File: config.mk
export PLATFORM = sky130hd
export DESIGN_NAME = alu_seq
export DESIGN_NICKNAME = d
export VERILOG_FILES = /design/src/rtl/alu_seq.sv
export SDC_FILE = /design/constraint.sdc
export NUM_CORES = 1
export LEC_CHECK = 0
export CORE_MARGIN = 2
export CORE_UTILIZATION = 45
export CTS_BUF_LIST = sky130_fd_sc_hd__clkbuf_4
export CTS_CLUSTER_SIZE = 10
export DETAILED_ROUTE_END_ITERATION = 6
export PLACE_DENSITY = 0.67
export SYNTH_ARGS = -nofsm -noshare
export SYNTH_HDL_FRONTEND = slang
export SYNTH_SLANG_ARGS = --single-unit
File: constraint.sdc
create_clock -name clk -period 2.55 [get_ports clk]
set_clock_uncertainty 0.2 [all_clocks]
set_input_delay 0.3825 -clock clk [delete_from_list [all_inputs] [get_ports clk]]
set_output_delay 0.3825 -clock clk [all_outputs]
set_load 0.02 [all_outputs]
File: src/rtl/alu_seq.sv
// alu_seq: valid/ready ALU (clk, rst, in_valid/in_ready, S/A/B in; out_valid/out_ready, Alu/zero/illegal out) with shift-add multiply
module alu_seq #(
  parameter int WIDTH  = 5,
  parameter int SHAMT  = 2,
  parameter int DEFVAL = 6
) (
  input  logic             clk,
  input  logic             rst,
  input  logic             in_valid,
  output logic             in_ready,
  input  logic [3:0]       S,
  input  logic [WIDTH-1:0] A,
  input  logic [WIDTH-1:0] B,
  output logic             out_valid,
  input  logic             out_ready,
  output logic [WIDTH-1:0] Alu,
  output logic             zero,
  output logic             illegal
);
  localparam int CW = $clog2(WIDTH + 1);
  typedef enum logic [1:0] {IDLE, CALC, DONE} state_t;
  state_t state_q, state_d;
  logic [WIDTH-1:0] alu_q, alu_d, mc_q, mc_d, mp_q, mp_d, acc_q, acc_d, res;
  logic [CW-1:0] cnt_q, cnt_d;
  logic zero_q, zero_d, ill_q, ill_d, res_ill, accept, last;
  always_ff @(posedge clk) state_q <= rst ? IDLE : state_d;
  always_comb begin
    in_ready = state_q == IDLE || (state_q == DONE && out_ready);
    out_valid = state_q == DONE;
    accept = in_valid && in_ready;
    last = state_q == CALC && cnt_q == CW'(WIDTH - 1);
  end
  always_comb begin
    state_d = state_q;
    if (accept) state_d = S == 4'b1000 ? CALC : DONE;
    else if (last) state_d = DONE;
    else if (state_q == DONE && out_ready) state_d = IDLE;
  end
  always_comb begin
    res = WIDTH'(DEFVAL);
    res_ill = 1'b0;
    case (S)
      4'b1101: res = ~(A & B);
      4'b1100: res = A ^ B;
      4'b0111: res = A << SHAMT;
      4'b0101: res = {B[WIDTH-2:0], B[WIDTH-1]};
      4'b0001: res = A >= B ? A : B;
      4'b0000: res = A > B ? '1 : '0;
      4'b1000: res = '0;
      default: res_ill = 1'b1;
    endcase
  end
  // multiplier walks B from the LSB while A shifts up; high bits drop out mod 2^WIDTH
  always_comb begin
    alu_d = alu_q;
    zero_d = zero_q;
    ill_d = ill_q;
    mc_d = mc_q;
    mp_d = mp_q;
    acc_d = acc_q;
    cnt_d = cnt_q;
    if (accept) begin
      cnt_d = '0;
      mc_d = A;
      mp_d = B;
      acc_d = '0;
      if (S != 4'b1000) begin
        alu_d = res;
        zero_d = res == '0;
        ill_d = res_ill;
      end
    end else if (state_q == CALC) begin
      acc_d = mp_q[0] ? acc_q + mc_q : acc_q;
      mc_d = mc_q << 1;
      mp_d = mp_q >> 1;
      cnt_d = cnt_q + CW'(1);
      if (last) begin
        alu_d = acc_d;
        zero_d = acc_d == '0;
        ill_d = 1'b0;
      end
    end
  end
  always_ff @(posedge clk) begin
    if (rst) begin
      alu_q <= '0;
      zero_q <= 1'b1;
      ill_q <= 1'b0;
      mc_q <= '0;
      mp_q <= '0;
      acc_q <= '0;
      cnt_q <= '0;
    end else begin
      alu_q <= alu_d;
      zero_q <= zero_d;
      ill_q <= ill_d;
      mc_q <= mc_d;
      mp_q <= mp_d;
      acc_q <= acc_d;
      cnt_q <= cnt_d;
    end
  end
  assign Alu = alu_q;
  assign zero = zero_q;
  assign illegal = ill_q;
endmodule

**After elaboration in Yosys (flattened, before gate mapping)**

Index checks and enable logic that the tools add are counted.

- Register bits: 27
- Input port bits: 18
- Output and inout bits: 9

- $add $sub $neg: 2
- Magnitude comparators: 2
- Equality and inequality tests: 11
- Mux-type cells: 25
- Bitwise gates (word level): 3
- Reduce and logical (&&, ||, !) cells: 14

Operators with widths:

| cell | number |
|---|---|
| $mux W5 | 11 |
| $pmux W5 S7 | 1 |
| $eq A4 B4 Y1 const B | 3 |
| $logic_not A5 Y1 | 2 |
| $mux W1 | 9 |
| $eq A4 B3 Y1 const B | 2 |
| $mux W2 | 4 |
| $reduce_or A7 Y1 | 1 |
| $add A5 B5 Y5 | 1 |
| $and A5 B5 Y5 | 1 |
| $ge A5 B5 Y1 | 1 |
| $gt A5 B5 Y1 | 1 |
| $not A5 Y5 | 1 |
| $xor A5 B5 Y5 | 1 |
| $eq A4 B1 Y1 const B | 1 |
| $logic_not A4 Y1 | 1 |
| $ne A4 B4 Y1 const B | 1 |
| $reduce_bool A2 Y1 | 2 |
| $add A3 B1 Y3 const B | 1 |
| $eq A3 B3 Y1 const B | 1 |
| $logic_and A1 B1 Y1 | 3 |
| $reduce_and A3 Y1 | 1 |
| $reduce_bool A3 Y1 | 1 |
| $eq A2 B1 Y1 const B | 1 |
| 5 further kinds | 5 |

**Depth between registers and ports, before layout**

- Depth after elaboration: 6
- Depth in mapped cells: 9
- Mapped depth without buffers: 9

**Worst setup path after synthesis**

No wires, ideal clock.

- Path kind: register to register
- From: register acc_q[0]
- To: register alu_q[4], in the netlist Alu[4]
- Setup time: 0.096 ns
- Data arrival time: 1.981 ns
- Required time: 2.254 ns
- Setup slack: 0.274 ns
- Cell stages (with the launch flop): 10
- Path buffers: 0
- Cells stage by stage: dfxtp_1 ha_1 inv_1 fa_1 nand2b_1 a21oi_1 xnor2_1 or3_1 and3_1 o41ai_2

- Longest elaborated chain between the ends: 5

RTL lines:

| what | line | text |
|---|---|---|
| start: declaration | 23 | `logic [WIDTH-1:0] alu_q, alu_d, mc_q, mc_d, mp_q, mp_d, acc_q, acc_d, res;` |
| start signal: assignment | 91 | `acc_q <= '0;` |
| start signal: assignment | 99 | `acc_q <= acc_d;` |
| $add A5 B5 Y5 | 73 | `acc_d = mp_q[0] ? acc_q + mc_q : acc_q;` |
| $mux W5 | 73 |  |
| $mux W5 | 77 | `if (last) begin` |
| $mux W5 | 72 | `end else if (state_q == CALC) begin` |
| $mux W5 | 62 | `if (accept) begin` |
| end signal: assignment | 94 | `alu_q <= alu_d;` |
| end: declaration | 23 |  |

Every way passes these cells. The select of a mux whose other input is x is not followed.
A chain may end at the register's enable or synchronous reset.

**Final worst setup path**

- From: input B[2]
- To: register alu_q[4], in the netlist Alu[4]

- Longest elaborated chain between the ends: 5

RTL lines:

| what | line | text |
|---|---|---|
| start: declaration | 13 | `input logic [WIDTH-1:0] B,` |
| $gt A5 B5 Y1 / $ge A5 B5 Y1 (equally long branches) | 48, 47 |  |
| $mux W5 (on tied branches) | 48, 47 |  |
| $pmux W5 S7 * | 42 | `case (S)` |
| $mux W5 * | 67 | `if (S != 4'b1000) begin` |
| $mux W5 * | 62 |  |

Mark *: on every way between the ends. The rest lies on a longest branch, timed or not. The select of a mux whose other input is x is not followed.

==> Flow_metrics.wiki <==
{| class="wikitable"
! Metric !! Value
|-
| Total standard cell area after synthesis || 1990 um^2
|-
| Final Hold Violating Endpoints || 0
|-
| Clk buf depth || 2
|-
| Power per unit of standard cell area || 378 nW/um^2
|-
| Overall overflow remaining after global route || 0
|-
| Power dissipated by switching net loads || around 0.00032 W
|-
| Startpoint of the lowest-slack register-to-register path || mc_q[0]$_SDFFE_PP0P_
|-
| Post-layout nets || 350
|-
| Total half-perimeter wirelength after legalization and detailed placement || about 4200 um
|-
| Area added between synthesis and finish || 33.4%
|-
| Starting density of the core || between 40% and 50%
|-
| Mean Syn Cell Area || 7.73 um^2
|-
| Dominant cells by area after synthesis || dfxtp_1 27%, ha_1 10%, a21oi_1 6.8%, nand2_1 5.6%, nor2_1 4.0%
|-
| Number of DRC violations after detailed routing || 0
|-
| Combinational share of power || roughly 34%
|-
| Hold bufs inserted after CTS || 0
|-
| Gate count after technology mapping || between 200 and 300
|-
| First-pass detailed-route iteration total || 4
|-
| Data required time at the worst endpoint || between 2 and 3 ns
|-
| Initial DRC count || ~130
|-
| Pins Over Slew Limit || 0
|-
| Register-to-Register Path Depth || 9
|-
| Residual antenna-violating net count after detailed routing || 0
|-
| Asr flop ratio synth || 0%
|-
| Worst IR Drop VDD || 0.000228 V
|-
| Crit path max fanout || 5
|-
| Post-Place Setup Slack || -0.380 ns
|-
| Number of warnings reported in the yosys synthesis log || 0
|-
| Most used DFF post-synth || dfxtp_1
|-
| Fraction of the core area covered by cells at the end of the flow || between 60% and 70%
|-
| Layer carrying the most global-route usage || met2
|-
| Clock Root Buffer || clkbuf_4
|-
| Worst slack on hold paths || approximately 0.27 ns
|-
| Launching element type of the critical path || input pin
|-
| DRT Wirelength || roughly 5300 um
|-
| Core region area || ~4300 um^2
|-
| Critical path buffers and inverters || 3
|-
| Number of filler cells placed in the layout || 400
|-
| Worst Hold End || Alu[2]$_SDFFE_PP0P_
|-
| Reported max-cap violation count || 0
|-
| Die Area || 4980 um^2
|-
| Share of layout cells above drive strength 1 || between 10% and 20%
|-
| Sink Count || 27
|-
| GR met3 Demand/Resource || 3.13%
|-
| Number of global-route vias before repair || roughly 1,800
|-
| Final critical delay including setup and external delays || between 2 and 2.5 ns
|-
| Reg2Reg Capture Point || Alu[4]$_SDFFE_PP0P_
|-
| Met1 track demand over resource || between 30% and 40%
|-
| Biggest cell delay along the critical path || 0.48 ns
|-
| RSZ-0062 raised after global routing || false
|-
| Antenna violations before repair || 0
|-
| Category of the critical setup timing path || input pin to flop
|-
| CP arrival || ~2.5 ns
|-
| Clock latency of the later-clocked register in the worst-skew pair || approximately 0.32 ns
|-
| DIE HEIGHT || slightly above 70 um
|-
| Internal power of the cells || 0.000685 W
|-
| Number of H-tree levels || 1
|-
| Width of the die || around 70 um
|-
| Largest net degree at the start of global routing || 23
|-
| Global-route wire length before repair || 8850 um
|-
| Total power draw || 0.00101 W
|-
| Net count after synthesis || about 300
|-
| Worst path slowest cell || clkdlybuf4s50_1
|-
| Most frequently used cell type in the post-synthesis netlist || nand2_1
|-
| CTS tree || yes
|-
| Min-delay src || Alu[2]$_SDFFE_PP0P_
|-
| Area fraction of the dominant cell type after synthesis || 27.1%
|-
| Kind of capture point of the worst setup path || flop
|-
| R2R setup slack || between 0.1 and 0.15 ns
|-
| Cell-by-cell trace of the critical path || clkdlybuf4s50_1, inv_1, ha_4, a21oi_1, o21ai_2, buf_4, a21o_4, mux2i_1, o211a_1, o41ai_2
|-
| # IOs || 27
|-
| Worst hold stages || 2
|-
| ANT cells || 0
|-
| Static leakage || 1.04 nW
|-
| Power share of the sequential group || around 46%
|-
| Commonest cells in the netlist || 30 x nand2_1, 27 x a21oi_1, 27 x dfxtp_1
|-
| Sequential element share of the synthesized area || 27.1%
|-
| Count of flip-flops with a built-in enable after synthesis || 0
|-
| Number of placement rows || 24
|-
| Post-synthesis cell type with the largest combined area || dfxtp_1
|-
| Worst slew slack as a fraction of its limit || 61.3%
|-
| Transition time of the tightest slew-check pin || between 0.5 and 0.6 ns
|-
| Via count of the routed design || between 2,000 and 2,500
|-
| Type of the most critical hold path || flop to flop
|-
| Number of buffers inserted during clock tree synthesis || 3
|-
| Smallest setup slack after layout || about 0.11 ns
|-
| Clock-pin slew of the registers on the worst-case setup and hold paths || about 0.14 ns
|-
| Final weighted congestion in routability-driven placement || just over 0.9
|-
| Largest delay share family, worst path || compound AO/OA/AOI/OAI gates
|-
| Outcome || finished, final reports clean
|-
| Total global-route track usage || 21.7%
|-
| Fmax || just over 400 MHz
|-
| Detailed-route vias per instance || around 5.6
|-
| Sw Share || between 30% and 40%
|-
| Average wire per standard cell || around 14 um
|-
| Unique masters post-synth || 54
|-
| Number of port buffers || 26
|-
| Met2 capacity usage during global routing || approximately 34%
|-
| Number of setup violations in the final report || 0
|-
| Final period utilization || a little over nine tenths
|-
| Clock network fraction of total power || a little under 20%
|-
| Post-synthesis sequential element count || 27
|}
## sequential cells by signal, summed over array words and instances, names as in the netlist
signal	flops
Alu	5
acc_q	5
mc_q	5
mp_q	5
cnt_q	3
state_q	2
illegal	1
zero	1
## per-layer routing
metal / vias to the layer above / part of all wire, %
li1: 1050 / -
met3: 2 / 4.6
met4: 0 / 0.49
met2: 56 / 46
met1: 951 / 49
met5: - / 0
## power groups by stage
| stage | sequential (W) | combinational [W] | clock (W) |
|---|---|---|---|
| after floorplan | 0.000477 | 0.000171 | 0 |
| after global placement | 0.000473 | 0.000322 | 0 |
| after detailed placement | 0.000473 | 0.000324 | 0 |
| after CTS | 0.000464 | 0.000330 | 0.000206 |
| after global routing | 0.000468 | 0.000381 | 0.000218 |
| final | 0.000464 | 0.000345 | 0.000197 |
## layout make-up
type | count | area, um^2 | share of cell area, %
Clock buffer | 4 | 30.0 | 1.13
Inverter | 18 | 67.6 | 2.54
Sequential cell | 27 | 543 | 20.4
Timing Repair Buffer | 65 | 553 | 20.8
Multi-Input combinational cell | 200 | 1400 | 52.7
Tap cell | 52 | 65.1 | 2.45
## layout by cell type, fill, tap and decap left out, drive strengths merged, types with 3 or more instances in the layout
| cell | Yosys | routed |
|---|---|---|
| nand2 | 30 | 30 |
| a21oi | 27 | 27 |
| or3 | 3 | 3 |
| a22oi | 4 | 4 |
| o21ai | 9 | 9 |
| buf | 2 | 39 |
| a2bb2oi | 3 | 3 |
| inv | 18 | 18 |
| and2 | 4 | 4 |
| clkbuf | 11 | 4 |
| a311oi | 6 | 6 |
| clkdlybuf4s50 | 0 | 26 |
| xnor2 | 4 | 4 |
| o211ai | 3 | 3 |
| a2111oi | 3 | 3 |
| nand3 | 9 | 9 |
| nand2b | 4 | 4 |
| nor2b | 7 | 7 |
| nor2 | 22 | 22 |
| ha | 16 | 16 |
| a31oi | 4 | 4 |
| nor3 | 4 | 4 |
| a211oi | 5 | 5 |
| dfxtp | 27 | 27 |
## through the flow
stage | setup TNS (ns) | instances | instance area, um^2
after floorplan | 0 | 258 | 1990
after global routing | 0 | 366 | 2660
after CTS | 0 | 365 | 2590
after global placement | -1.84 | 361 | 2540
final | 0 | 366 | 2660
after detailed placement | -2.05 | 361 | 2540
## cell families after synthesis
family                   count (synthesis)  synth area share, %
XOR/XNOR                                 5                 2.20
multiplexers                             2                 1.00
AND/OR/NAND/NOR                         95                 23.4
adder cells (fa/ha/maj)                 17                 11.0
flip-flops                              27                 27.1
buffers and inverters                   31                 6.40
AO/OA/AOI/OAI                           81                 28.8
## worst register-to-register path: stages, from the launching register on
cell,delay (ns)
dfxtp_2,0.38
ha_1,0.18
inv_1,0.06
fa_1,0.39
nand2b_1,0.16
a21oi_1,0.15
xnor2_1,0.12
or3_1,0.34
and3_1,0.22
o41ai_2,0.18
## what timing repair did
| action | in CTS | in global routing |
|---|---|---|
| pin swaps | 0 | 2 |
| setup endpoints to repair | 3 | 6 |
| setup buffers | 0 | 1 |
| gates resized for setup | 4 | 9 |
## worst max-delay path by stage
stage	start	to	slack [ns]	cells after the start
floorplan	acc_q[0]$_SDFFE_PP0P_	Alu[4]$_SDFFE_PP0P_	0.27	9
global placement	B[2]	Alu[2]$_SDFFE_PP0P_	-0.34	10
detailed placement	B[2]	zero$_SDFFE_PP1P_	-0.38	10
CTS	B[2]	Alu[4]$_SDFFE_PP0P_	0.03	10
global route	mc_q[0]$_SDFFE_PP0P_	Alu[4]$_SDFFE_PP0P_	0.005	9
finish	B[2]	Alu[4]$_SDFFE_PP0P_	0.11	10
(Power assumes the default switching activity.)
